<file path="src/rtl/pc_hazard_ctrl.sv">
// PC owner and hazard controller for the 5-stage MIPS pipeline: resolves jumps/branches in ID,
// detects load-use and control-operand hazards, and keeps saturating stall/flush counters.
module pc_hazard_ctrl #(
    parameter logic [31:0] RESET_PC = 32'h0040_0000,
    parameter int unsigned CNT_W    = 16
) (
    input  logic             clk,
    input  logic             reset,
    input  logic             Jump,
    input  logic             Jal,
    input  logic             Jr,
    input  logic             BranchEQ,
    input  logic             BranchNE,
    input  logic             id_mem_read,
    input  logic             id_reg_write,
    input  logic [4:0]       id_dst,
    input  logic [4:0]       id_rs,
    input  logic [4:0]       id_rt,
    input  logic             id_uses_rt,
    input  logic [31:0]      id_pc4,
    input  logic [15:0]      id_imm16,
    input  logic [25:0]      id_jaddr,
    input  logic [31:0]      rs_data,
    input  logic [31:0]      rt_data,
    output logic [31:0]      pc,
    output logic             if_id_write,
    output logic             if_id_flush,
    output logic             id_ex_bubble,
    output logic             jr_misalign,
    output logic [CNT_W-1:0] stall_cnt,
    output logic [CNT_W-1:0] flush_cnt
);

    localparam logic [CNT_W-1:0] CntOne = CNT_W'(1);
    localparam logic [CNT_W-1:0] CntMax = '1;

    // Shadow copies of the destination info of the instructions in EX and MEM.
    logic       ex_mem_read;
    logic       ex_reg_write;
    logic [4:0] ex_dst;
    logic       mem_mem_read;
    logic [4:0] mem_dst;

    logic        is_branch;
    logic        ctl_reads_reg;
    logic        load_use;
    logic        ex_ctl_haz;
    logic        mem_ctl_haz;
    logic        stall;
    logic        br_taken;
    logic        taken;
    logic [31:0] br_offset;
    logic [31:0] target;
    logic [31:0] pc_d;

    // Register 0 is hardwired, so a zero destination never creates a dependency.
    function automatic logic src_match(input logic [4:0] dst, input logic [4:0] rs,
                                       input logic [4:0] rt, input logic use_rt);
        return (dst != 5'd0) && ((dst == rs) || (use_rt && (dst == rt)));
    endfunction

    always_comb begin
        is_branch     = BranchEQ | BranchNE;
        ctl_reads_reg = is_branch | Jr;

        load_use    = ex_mem_read && src_match(ex_dst, id_rs, id_rt, id_uses_rt);
        // JR reads only rs; branches compare rs against rt.
        ex_ctl_haz  = ctl_reads_reg && ex_reg_write && src_match(ex_dst, id_rs, id_rt, is_branch);
        mem_ctl_haz = ctl_reads_reg && mem_mem_read && src_match(mem_dst, id_rs, id_rt, is_branch);
        stall       = load_use | ex_ctl_haz | mem_ctl_haz;

        br_taken = (BranchEQ && (rs_data == rt_data)) || (BranchNE && (rs_data != rt_data));
        taken    = !stall && (Jump | Jal | Jr | br_taken);
    end

    always_comb begin
        br_offset = {{14{id_imm16[15]}}, id_imm16, 2'b00};
        if (Jr) begin
            target = {rs_data[31:2], 2'b00};
        end else if (Jump || Jal) begin
            target = {id_pc4[31:28], id_jaddr, 2'b00};
        end else begin
            target = id_pc4 + br_offset;
        end
    end

    always_comb begin
        pc_d = pc + 32'd4;
        if (stall) begin
            pc_d = pc;
        end else if (taken) begin
            pc_d = target;
        end
    end

    always_comb begin
        if_id_write  = 1'b1;
        if_id_flush  = 1'b0;
        id_ex_bubble = 1'b0;
        if (reset) begin
            if_id_write  = 1'b0;
            if_id_flush  = 1'b1;
            id_ex_bubble = 1'b1;
        end else if (stall) begin
            if_id_write  = 1'b0;
            id_ex_bubble = 1'b1;
        end else begin
            if_id_flush = taken;
        end
    end

    always_ff @(posedge clk or posedge reset) begin
        if (reset) begin
            pc           <= RESET_PC;
            ex_mem_read  <= 1'b0;
            ex_reg_write <= 1'b0;
            ex_dst       <= 5'd0;
            mem_mem_read <= 1'b0;
            mem_dst      <= 5'd0;
            jr_misalign  <= 1'b0;
            stall_cnt    <= '0;
            flush_cnt    <= '0;
        end else begin
            pc <= pc_d;
            if (stall) begin
                ex_mem_read  <= 1'b0;
                ex_reg_write <= 1'b0;
                ex_dst       <= 5'd0;
            end else begin
                ex_mem_read  <= id_mem_read;
                ex_reg_write <= id_reg_write;
                ex_dst       <= id_dst;
            end
            mem_mem_read <= ex_mem_read;
            mem_dst      <= ex_dst;
            jr_misalign  <= !stall && Jr && (rs_data[1:0] != 2'b00);
            if (stall && (stall_cnt != CntMax)) begin
                stall_cnt <= stall_cnt + CntOne;
            end
            if (taken && (flush_cnt != CntMax)) begin
                flush_cnt <= flush_cnt + CntOne;
            end
        end
    end

endmodule

</file>
<file path="config.mk">
export PLATFORM = sky130hd
export DESIGN_NAME = pc_hazard_ctrl
export DESIGN_NICKNAME = d
export VERILOG_FILES = /design/src/rtl/pc_hazard_ctrl.sv
export SDC_FILE = /design/constraint.sdc
export NUM_CORES = 1
export LEC_CHECK = 0
export BUFFER_PORTS_ARGS = -buffer_cell sky130_fd_sc_hd__buf_4
export CORE_ASPECT_RATIO = 0.6
export CORE_UTILIZATION = 47
export CTS_CLUSTER_SIZE = 28
export DETAILED_ROUTE_END_ITERATION = 16
export HOLD_SLACK_MARGIN = 0.06
export PLACE_DENSITY = 0.78
export SYNTH_ARGS = -nofsm -noshare
export SYNTH_HDL_FRONTEND = slang
export SYNTH_SLANG_ARGS = --single-unit
export TNS_END_PERCENT = 100
</file>
<file path="constraint.sdc">
create_clock -name clk -period 2.1 [get_ports clk]
set_clock_uncertainty 0.05 [all_clocks]
set_input_delay 0.105 -clock clk [delete_from_list [all_inputs] [get_ports clk]]
set_output_delay 0.105 -clock clk [all_outputs]
set_load 0.01 [all_outputs]
</file>
== After elaboration in Yosys (flattened, before gate mapping) ==
Cells that the tools add are included.

* Bits in registers: 78
* Input bits: 163
* Output and inout port bits: 68
* Word-level logic and storage cells: 67

* Add/sub/neg operators: 4
* Equal/unequal tests: 8
* Mux-type cells: 12
* Bitwise gates (word level): 7
* Reduce and logical (&&, ||, !) cells: 27

{| class="wikitable"
|+ Operator list
! cell !! number
|-
| two-way mux 32 bit || 3
|-
| adder 16 x 1 -> 16 bit (second input constant) || 2
|-
| adder 32 x 3 -> 32 bit (second input constant) || 1
|-
| adder 32 bit || 1
|-
| == test 32 bit || 1
|-
| != test 16 bit (second input constant) || 2
|-
| != test 32 bit || 1
|-
| == test 5 bit || 4
|-
| logical AND 1 bit || 18
|-
| nonzero test 5 bit || 2
|-
| two-way mux 1 bit || 8
|-
| bitwise OR 1 bit || 7
|-
| logical OR 1 bit || 5
|-
| two-way mux 5 bit || 1
|-
| nonzero test 2 bit || 1
|-
| logical NOT 1 bit || 1
|}

== Logic depth before layout (Yosys ltp) ==
Gate-level depths: netlist of the first run.

* Depth in word-level cells: 11
* Depth in mapped cells: 11
* Mapped depth without buffers: 10

== Least setup slack after synthesis of the first run ==
Ideal clock, no wire load.

* Kind: input to output
* From: in reset
* To: out if_id_write
* Arrival time: 2.325 ns
* Data required time: 1.945 ns
* Setup slack: -0.380 ns
* Stages: 3
* Buffers on the path: 0
* Cell sequence: inv_1 > nand2_1 > inv_1

* Longest elaborated chain between the ends: 1

{| class="wikitable"
|+ Ends and longest elaborated chain
! item !! RTL line !! RTL
|-
| from (decl) || 8 || <nowiki>input logic reset,</nowiki>
|-
| two-way mux 1 bit || 100 || <nowiki>if (reset) begin</nowiki>
|-
| to (decl) || 26 || <nowiki>output logic if_id_write,</nowiki>
|}

Every way passes these cells.

== Worst setup path in the final report of the first run ==
* From: reg mem_dst[0]
* To: reg pc[27]

* Longest elaborated chain between the ends: 9
* Elaborated cells between the ends (all ways): 11
* Those cells by class: eq/ne (2); mux (1); bitwise (1); reduce/logical (7)

{| class="wikitable"
|+ Ends and longest elaborated chain
! item !! RTL line !! RTL
|-
| from (decl) || 42 || <nowiki>logic [4:0] mem_dst;</nowiki>
|-
| from (signal assigned) || 135 || <nowiki>mem_dst <= ex_dst;</nowiki>
|-
| == test 5 bit || 59 || <nowiki>return (dst != 5'd0) && ((dst == rs) || (use_rt && (dst == rt)));</nowiki>
|-
| logical AND 1 bit || 59 ||
|-
| logical OR 1 bit || 59 ||
|-
| logical AND 1 bit * || 59 ||
|-
| logical AND 1 bit * || 69 || <nowiki>mem_ctl_haz = ctl_reads_reg && mem_mem_read && src_match(mem_dst, id_rs, id_rt, is_branch);</nowiki>
|-
| bitwise OR 1 bit * || 70 || <nowiki>stall = load_use | ex_ctl_haz | mem_ctl_haz;</nowiki>
|-
| logical NOT 1 bit || 73 || <nowiki>taken = !stall && (Jump | Jal | Jr | br_taken);</nowiki>
|-
| logical AND 1 bit || 73 ||
|-
| two-way mux 32 bit || 91 || <nowiki>end else if (taken) begin</nowiki>
|-
| to (signal assigned) || 124 || <nowiki>pc <= pc_d;</nowiki>
|-
| to (decl) || 25 || <nowiki>output logic [31:0] pc,</nowiki>
|}

Every way passes the cells marked *; elsewhere a longest branch is shown, timed or not.
A chain may end at the register's enable or synchronous reset.

==> flow_summary.ini, run 1 <==
[synthesis]
synth_cell_types = 81
synth_flop_cell = dfrtp_1
async_flop_share = 1.000
synth_nets = 1018
synth_cells = 822
synth_most_common_cell = nand2_1
synthTopCellsByArea = dfrtp_1, xor2_1, ha_1
synth_top_cell_by_area = dfrtp_1
yosys.area.top_type_share = 0.2788
synth.avg_cell_area_um2 = 8.407
synth_edf_count = 0
synthTopCellsByCount = nand2_1, dfrtp_1, a21oi_1
synth_seq_area_share = 0.2826
syn_area_um2 = 6910
synth_seq_cells = 78
yosysWarningCount = 0

[sta]
setup_viol = 75
period_minus_slack_ns = 2.605
max_slew_margin = 0.5619
slew_viol_final = 0
setup_ws_ns = -0.5046
fmax_mhz = 383.9
rsz0062_at_grt = yes
worstMarginPinSlew_ns = 0.6522
hold_viol_final = 0
period_share = 1.240

[route]
drtIter0Drc = 847
drc = 0
vias = 8509
drtAntennaViolNets = 0
wl_mm = 28.10
first_pass_iters = 6
wire_per_inst_um = 19.45
viasPerCell = 5.889

[placement]
gp_congestion = 0.9882
placed_cells = 1399
portBuffers = 230
post-place-ws_ns = -0.5630
dp_hpwl_mm = 21.28

[clock_tree]
cts.sinks = 78
cts_tree = done
ctsRootBufferMaster = clkbuf_16
clk_path_buf_depth = 2
cts_max_level = 3
numCtsBuffers = 9
clk_pin_slew_ns = 0.06
insertion_delay_ns = 0.34

[worst_setup_path]
critical_path_class = reg2reg
reg2reg_from = mem_dst[0]$_DFF_PP0_
end_kind = flop
arrival_ns = 2.83
cp.required_ns = 2.33
rrSetupSlack_ns = -0.50
worstReg2RegEnd = pc[27]$_DFFE_PP0N_
reg2reg_depth = 12
cp_max_fo = 8
startpoint_type = flop

[global_routing]
grt_util_all_layers = 0.3581
grt_first_pass_wirelength_mm = 41.11
grt_max_degree = 43
grt_pass1_vias = 7815
antenna_found_initial = 0
overflow = 0

[worst_hold_path]
hold_path_class = in2reg
worstHoldPathCells = 3
holdCritStartpoint = rs_data[1]
holdPathEnd = jr_misalign$_DFF_PP0_

[final_layout]
nNetsFinal = 1444
drive_gt1_frac = 0.4453
syn_to_final_growth_pct = 62.30
multi_input_area_um2 = 5115
final_cells = 1445
regArea_um2 = 1957
nFillCells = 947
n_antenna_cell = 0

[die]
rows = 33
start_util = 0.4937
fp.dieArea_um2 = 15210
die_h_um = 95.93
fp.dieW_um = 158.5
coreArea_um2 = 14000
io_pins = 231

[status]
violations = negative setup slack
outcome = finished with violations

[power]
powerDensity_nw_per_um2 = 612.0
ir_drop_mv = 0.6337
p_leak_uw = 0.005195

[run]
cap_violations = 0
cell families (layout without fill, tap and decap cells):
group | Yosys count | count (layout) | synth area share
compound gates | 238 | 238 | 0.2345
flops | 78 | 78 | 0.2826
simple gates | 324 | 324 | 0.2459
mux | 11 | 11 | 0.01738
fa+ha+maj | 33 | 33 | 0.06084
buf+inv | 46 | 477 | 0.04219
xor+xnor | 92 | 92 | 0.1166
placed cells by master (no fill, tap or decap), types with 5 or more instances in the layout:
master           n
and3_1          17
buf_6           14
a21oi_2         10
o21ai_0         32
nand2_2          7
a211oi_2         8
nor2_1          47
nor3_4           7
a221oi_1         5
clkbuf_16       11
mux2i_1          5
nor4_2           5
nand2_1         91
xor2_1          53
and2_1          10
nor3_1          18
dlygate4sd3_1   13
ha_4             7
ha_1            24
a21o_1          16
a211oi_1        10
nand3_1         34
or3_1            7
o22ai_1          5
o211ai_1         8
nand4_1         22
o21a_1          11
a21oi_1         51
and4_1           8
dfrtp_1         74
o21ai_1         15
nand3_2          5
a31oi_1          8
xnor2_1         37
nor4_1           6
inv_1            9
buf_4          417
per-stage QoR:
stage	hold WS, ns	setup TNS, ns	area (um2)	util	total power (uW)
CTS	0.06258	-16.59	10830	0.7739	6637
finish	0.07564	-18.44	11220	0.8013	6864
global route	0.09429	-27.08	11220	0.8013	7188
detailed placement	0.05319	-23.26	10230	0.7309	4932
floorplan	0.1836	-0.1124	7087	-	3424
global placement	0.05185	-23.43	10230	0.7309	4867
worst max-delay path, cell delays in order (launching register included):
cell and delay, ns:
dfrtp_1 0.43, xnor2_1 0.17, nand4_1 0.15, or3_1 0.44, a21oi_1 0.21, buf_4 0.15, nor3_4 0.05, buf_4 0.17
buf_4 0.16, buf_4 0.17, o21a_1 0.11, mux2i_1 0.19, a21o_1 0.11
power breakdown:
part / leakage [uW] / internal [uW] / switching, uW
combinational: 0.00410 / 1660 / 1560
clock: 0.000141 / 959 / 644
sequential: 0.000952 / 1760 / 278
total: 0.00520 / 4380 / 2480
worst max path at each step:
stage / start / endpoint / slack (ns) / depth (start not counted)
3_3_place_gp: rt_data[25] / flush_cnt[5]$_DFFE_PP0P_ / -0.56 / 11
2_1_floorplan: id_pc4[2] / pc[22]$_DFFE_PP1N_ / -0.05 / 10
4_1_cts: ex_dst[0]$_DFF_PP0_ / pc[31]$_DFFE_PP0N_ / -0.39 / 12
6_report: mem_dst[0]$_DFF_PP0_ / pc[27]$_DFFE_PP0N_ / -0.50 / 12
5_1_grt: mem_dst[0]$_DFF_PP0_ / pc[27]$_DFFE_PP0N_ / -0.59 / 12
3_5_place_dp: rt_data[25] / flush_cnt[5]$_DFFE_PP0P_ / -0.56 / 11
layout make-up:
type,instances,share of cell area
multi-input combinational,698,0.4560
clock buffer,10,0.02131
tap,192,0.02142
timing repair buffer,451,0.3168
inverter,10,0.003681
sequential,78,0.1745
clock inverter,6,0.006247
state kept, by name (all words and copies together), names as in the netlist:
signal	count
ex_mem_read	1
ex_dst	5
stall_cnt	16
mem_dst	5
ex_reg_write	1
flush_cnt	16
jr_misalign	1
pc	32
mem_mem_read	1
layer usage:
metal  wire (um)  track usage  up-vias
met5           0            0        -
met4         514      0.08494        0
met3        3044      0.08104       48
met2       12580       0.5567      497
met1       11960       0.5048     4036
li1            -            -     3928
timing repair:
action	4_1_cts	5_1_grt
cloned	0	2
hold buffers	13	0
endpoints found under the hold margin	20	0
setup endpoints to repair	70	75
buffers inserted	5	11
pin swaps	7	32
resized for setup	29	59
Note: power is estimated with default switching activity, not from simulation.
==> inputs of run 2 (changes only) <==
--- a/config.mk
+++ b/config.mk
@@ -7,11 +7,12 @@
 export LEC_CHECK = 0
 export BUFFER_PORTS_ARGS = -buffer_cell sky130_fd_sc_hd__buf_4
 export CORE_ASPECT_RATIO = 0.6
+export CORE_MARGIN = 10
 export CORE_UTILIZATION = 47
 export CTS_CLUSTER_SIZE = 28
 export DETAILED_ROUTE_END_ITERATION = 16
 export HOLD_SLACK_MARGIN = 0.06
-export PLACE_DENSITY = 0.78
+export PLACE_DENSITY = 0.84
 export SYNTH_ARGS = -nofsm -noshare
 export SYNTH_HDL_FRONTEND = slang
 export SYNTH_SLANG_ARGS = --single-unit
==> flow_summary.ini, run 2 (synthesis gave the netlist of run 1 again) <==
[clock_tree]
insertion_delay_ns = 0.34
cts.sinks = 78
numCtsBuffers = 9
cts_tree = done
ctsRootBufferMaster = clkbuf_16
cts_max_level = 3
clk_path_buf_depth = 2
clk_pin_slew_ns = 0.06

[worst_setup_path]
startpoint_type = input port
cp_max_fo = 4
worst-path-buf-inv = 5
crit_top_cell = buf_4
arrival_ns = 2.71
cp.required_ns = 2.27
cp_cell_sequence = buf_4 > xor2_1 > nor4_2 > nand4_1 > nor2_2 > buf_4 > mux2i_2 > nand2_1 > buf_4 > buf_4 > a211oi_1 > buf_4 > a21oi_1
crit_slowest_cell = nor4_2
critical_path_class = in2reg
end_kind = flop
crit_family = simple AND/OR/NAND/NOR gates
slowest_delay_ns = 0.48

[global_routing]
grt_util_all_layers = 0.2913
grt_first_pass_wirelength_mm = 46.80
grt_max_degree = 45
grt_pass1_vias = 8585
overflow = 0
antenna_found_initial = 1

[power]
ir_drop_mv = 0.8164
p_leak_uw = 0.005363
powerDensity_nw_per_um2 = 612.0

[route]
viasPerCell = 6.041
vias = 8826
wire_per_inst_um = 22.10
drtIter0Drc = 1093
wl_mm = 32.29
drc = 0
drtAntennaViolNets = 0
first_pass_iters = 5

[status]
violations = negative setup slack
outcome = finished with violations

[die]
coreArea_um2 = 14460
fp.dieW_um = 176.5
fp.dieArea_um2 = 20110
io_pins = 231
start_util = 0.4778
rows = 34
die_h_um = 113.9

[final_layout]
nFillCells = 957
final_cells = 1461
drive_gt1_frac = 0.4846
regArea_um2 = 1958
largest-register = pc
postLayoutCellArea_um2 = 11580
multi_input_area_um2 = 5358
nNetsFinal = 1454
syn_to_final_growth_pct = 67.52
layout_common_cells = buf_4, nand2_1, dfrtp_1
layout_commonest_cell = buf_4
n_antenna_cell = 0
largest_register_ff_count = 32
utilization = 0.8003
reg_top3 = pc x32, flush_cnt x16, stall_cnt x16

[sta]
setup_ws_ns = -0.4424
max_slew_margin = 0.5736
rsz0062_at_grt = yes
hold_viol_final = 0
period_minus_slack_ns = 2.542
period_share = 1.211
worstMarginPinSlew_ns = 0.6347
fmax_mhz = 393.3
slew_viol_final = 0
setup_viol = 75

[placement]
gp_congestion = 0.9773
portBuffers = 230
dp_hpwl_mm = 23.94
placed_area_um2 = 10280
placed_cells = 1409

[worst_hold_path]
hold_path_class = in2reg

[run]
cap_violations = 0
[run 2: worst paths after layout]
| path | from | endpoint | slack [ns] | cells past startpoint |
|---|---|---|---|---|
| setup / recovery | rt_data[8] | pc[16]$_DFFE_PP0N_ | -0.44 | 13 |
| hold / removal | rs_data[2] | pc[2]$_DFFE_PP0N_ | 0.06 | 3 |
| setup reg to reg | ex_dst[3]$_DFF_PP0_ | pc[16]$_DFFE_PP0N_ | -0.43 | 12 |
| hold reg to reg | ex_mem_read$_DFF_PP0_ | mem_mem_read$_DFF_PP0_ | 0.35 | 0 |
| max in group asynchronous | reset | pc[22]$_DFFE_PP1N_ | 0.99 | 4 |
| min in group asynchronous | reset | flush_cnt[10]$_DFFE_PP0P_ | 0.26 | 3 |
[run 2: where the power goes]
part / internal [uW] / switching, uW / total (uW)
Combinational: 1750 / 1670 / 3420
Sequential: 1760 / 311 / 2080
Clock: 954 / 634 / 1590
[run 2: cell type report]
| class | instances | area share |
|---|---|---|
| Multi-Input combinational cell | 698 | 0.4628 |
| Timing Repair Buffer | 461 | 0.3170 |
| Sequential cell | 78 | 0.1692 |
| Tap cell | 198 | 0.02140 |
| Clock buffer | 11 | 0.02097 |
| Clock inverter | 5 | 0.005080 |
| Inverter | 10 | 0.003567 |
[run 2: timing repair]
item,in CTS,in global routing
hold endpoints to repair,60,0
pin swaps,56,50
resized for setup,73,75
hold buffers,11,0
gates cloned,2,0
buffers inserted,22,4
endpoints found under the setup margin,72,75
[run 2: tightest hold or removal path: cells and delay by family]
family / cells / cell delay [ns]
buf+inv: 1 / 0.09
compound gates: 2 / 0.22
[run 2: metal layers]
layer  vias to the layer above  GRT usage  share of wire
met2                       615     0.4619           0.45
met3                       105    0.09769           0.12
met5                         -          0        0.00025
li1                       3939          -              -
met1                      4165     0.3745           0.39
met4                         2    0.07195          0.030
[run 2: metrics by stage]
stage | TNS [ns] | setup slack (ns) | power, uW | hold slack [ns]
3_5_place_dp | -31.20 | -0.7560 | 4978 | 0.04360
6_report | -19.37 | -0.4424 | 7085 | 0.06403
3_3_place_gp | -28.72 | -0.6909 | 4908 | 0.04532
2_1_floorplan | -0.1124 | -0.05041 | 3424 | 0.1836
5_1_grt | -24.91 | -0.4995 | 7417 | 0.07185
4_1_cts | -17.17 | -0.3587 | 6785 | 0.06100
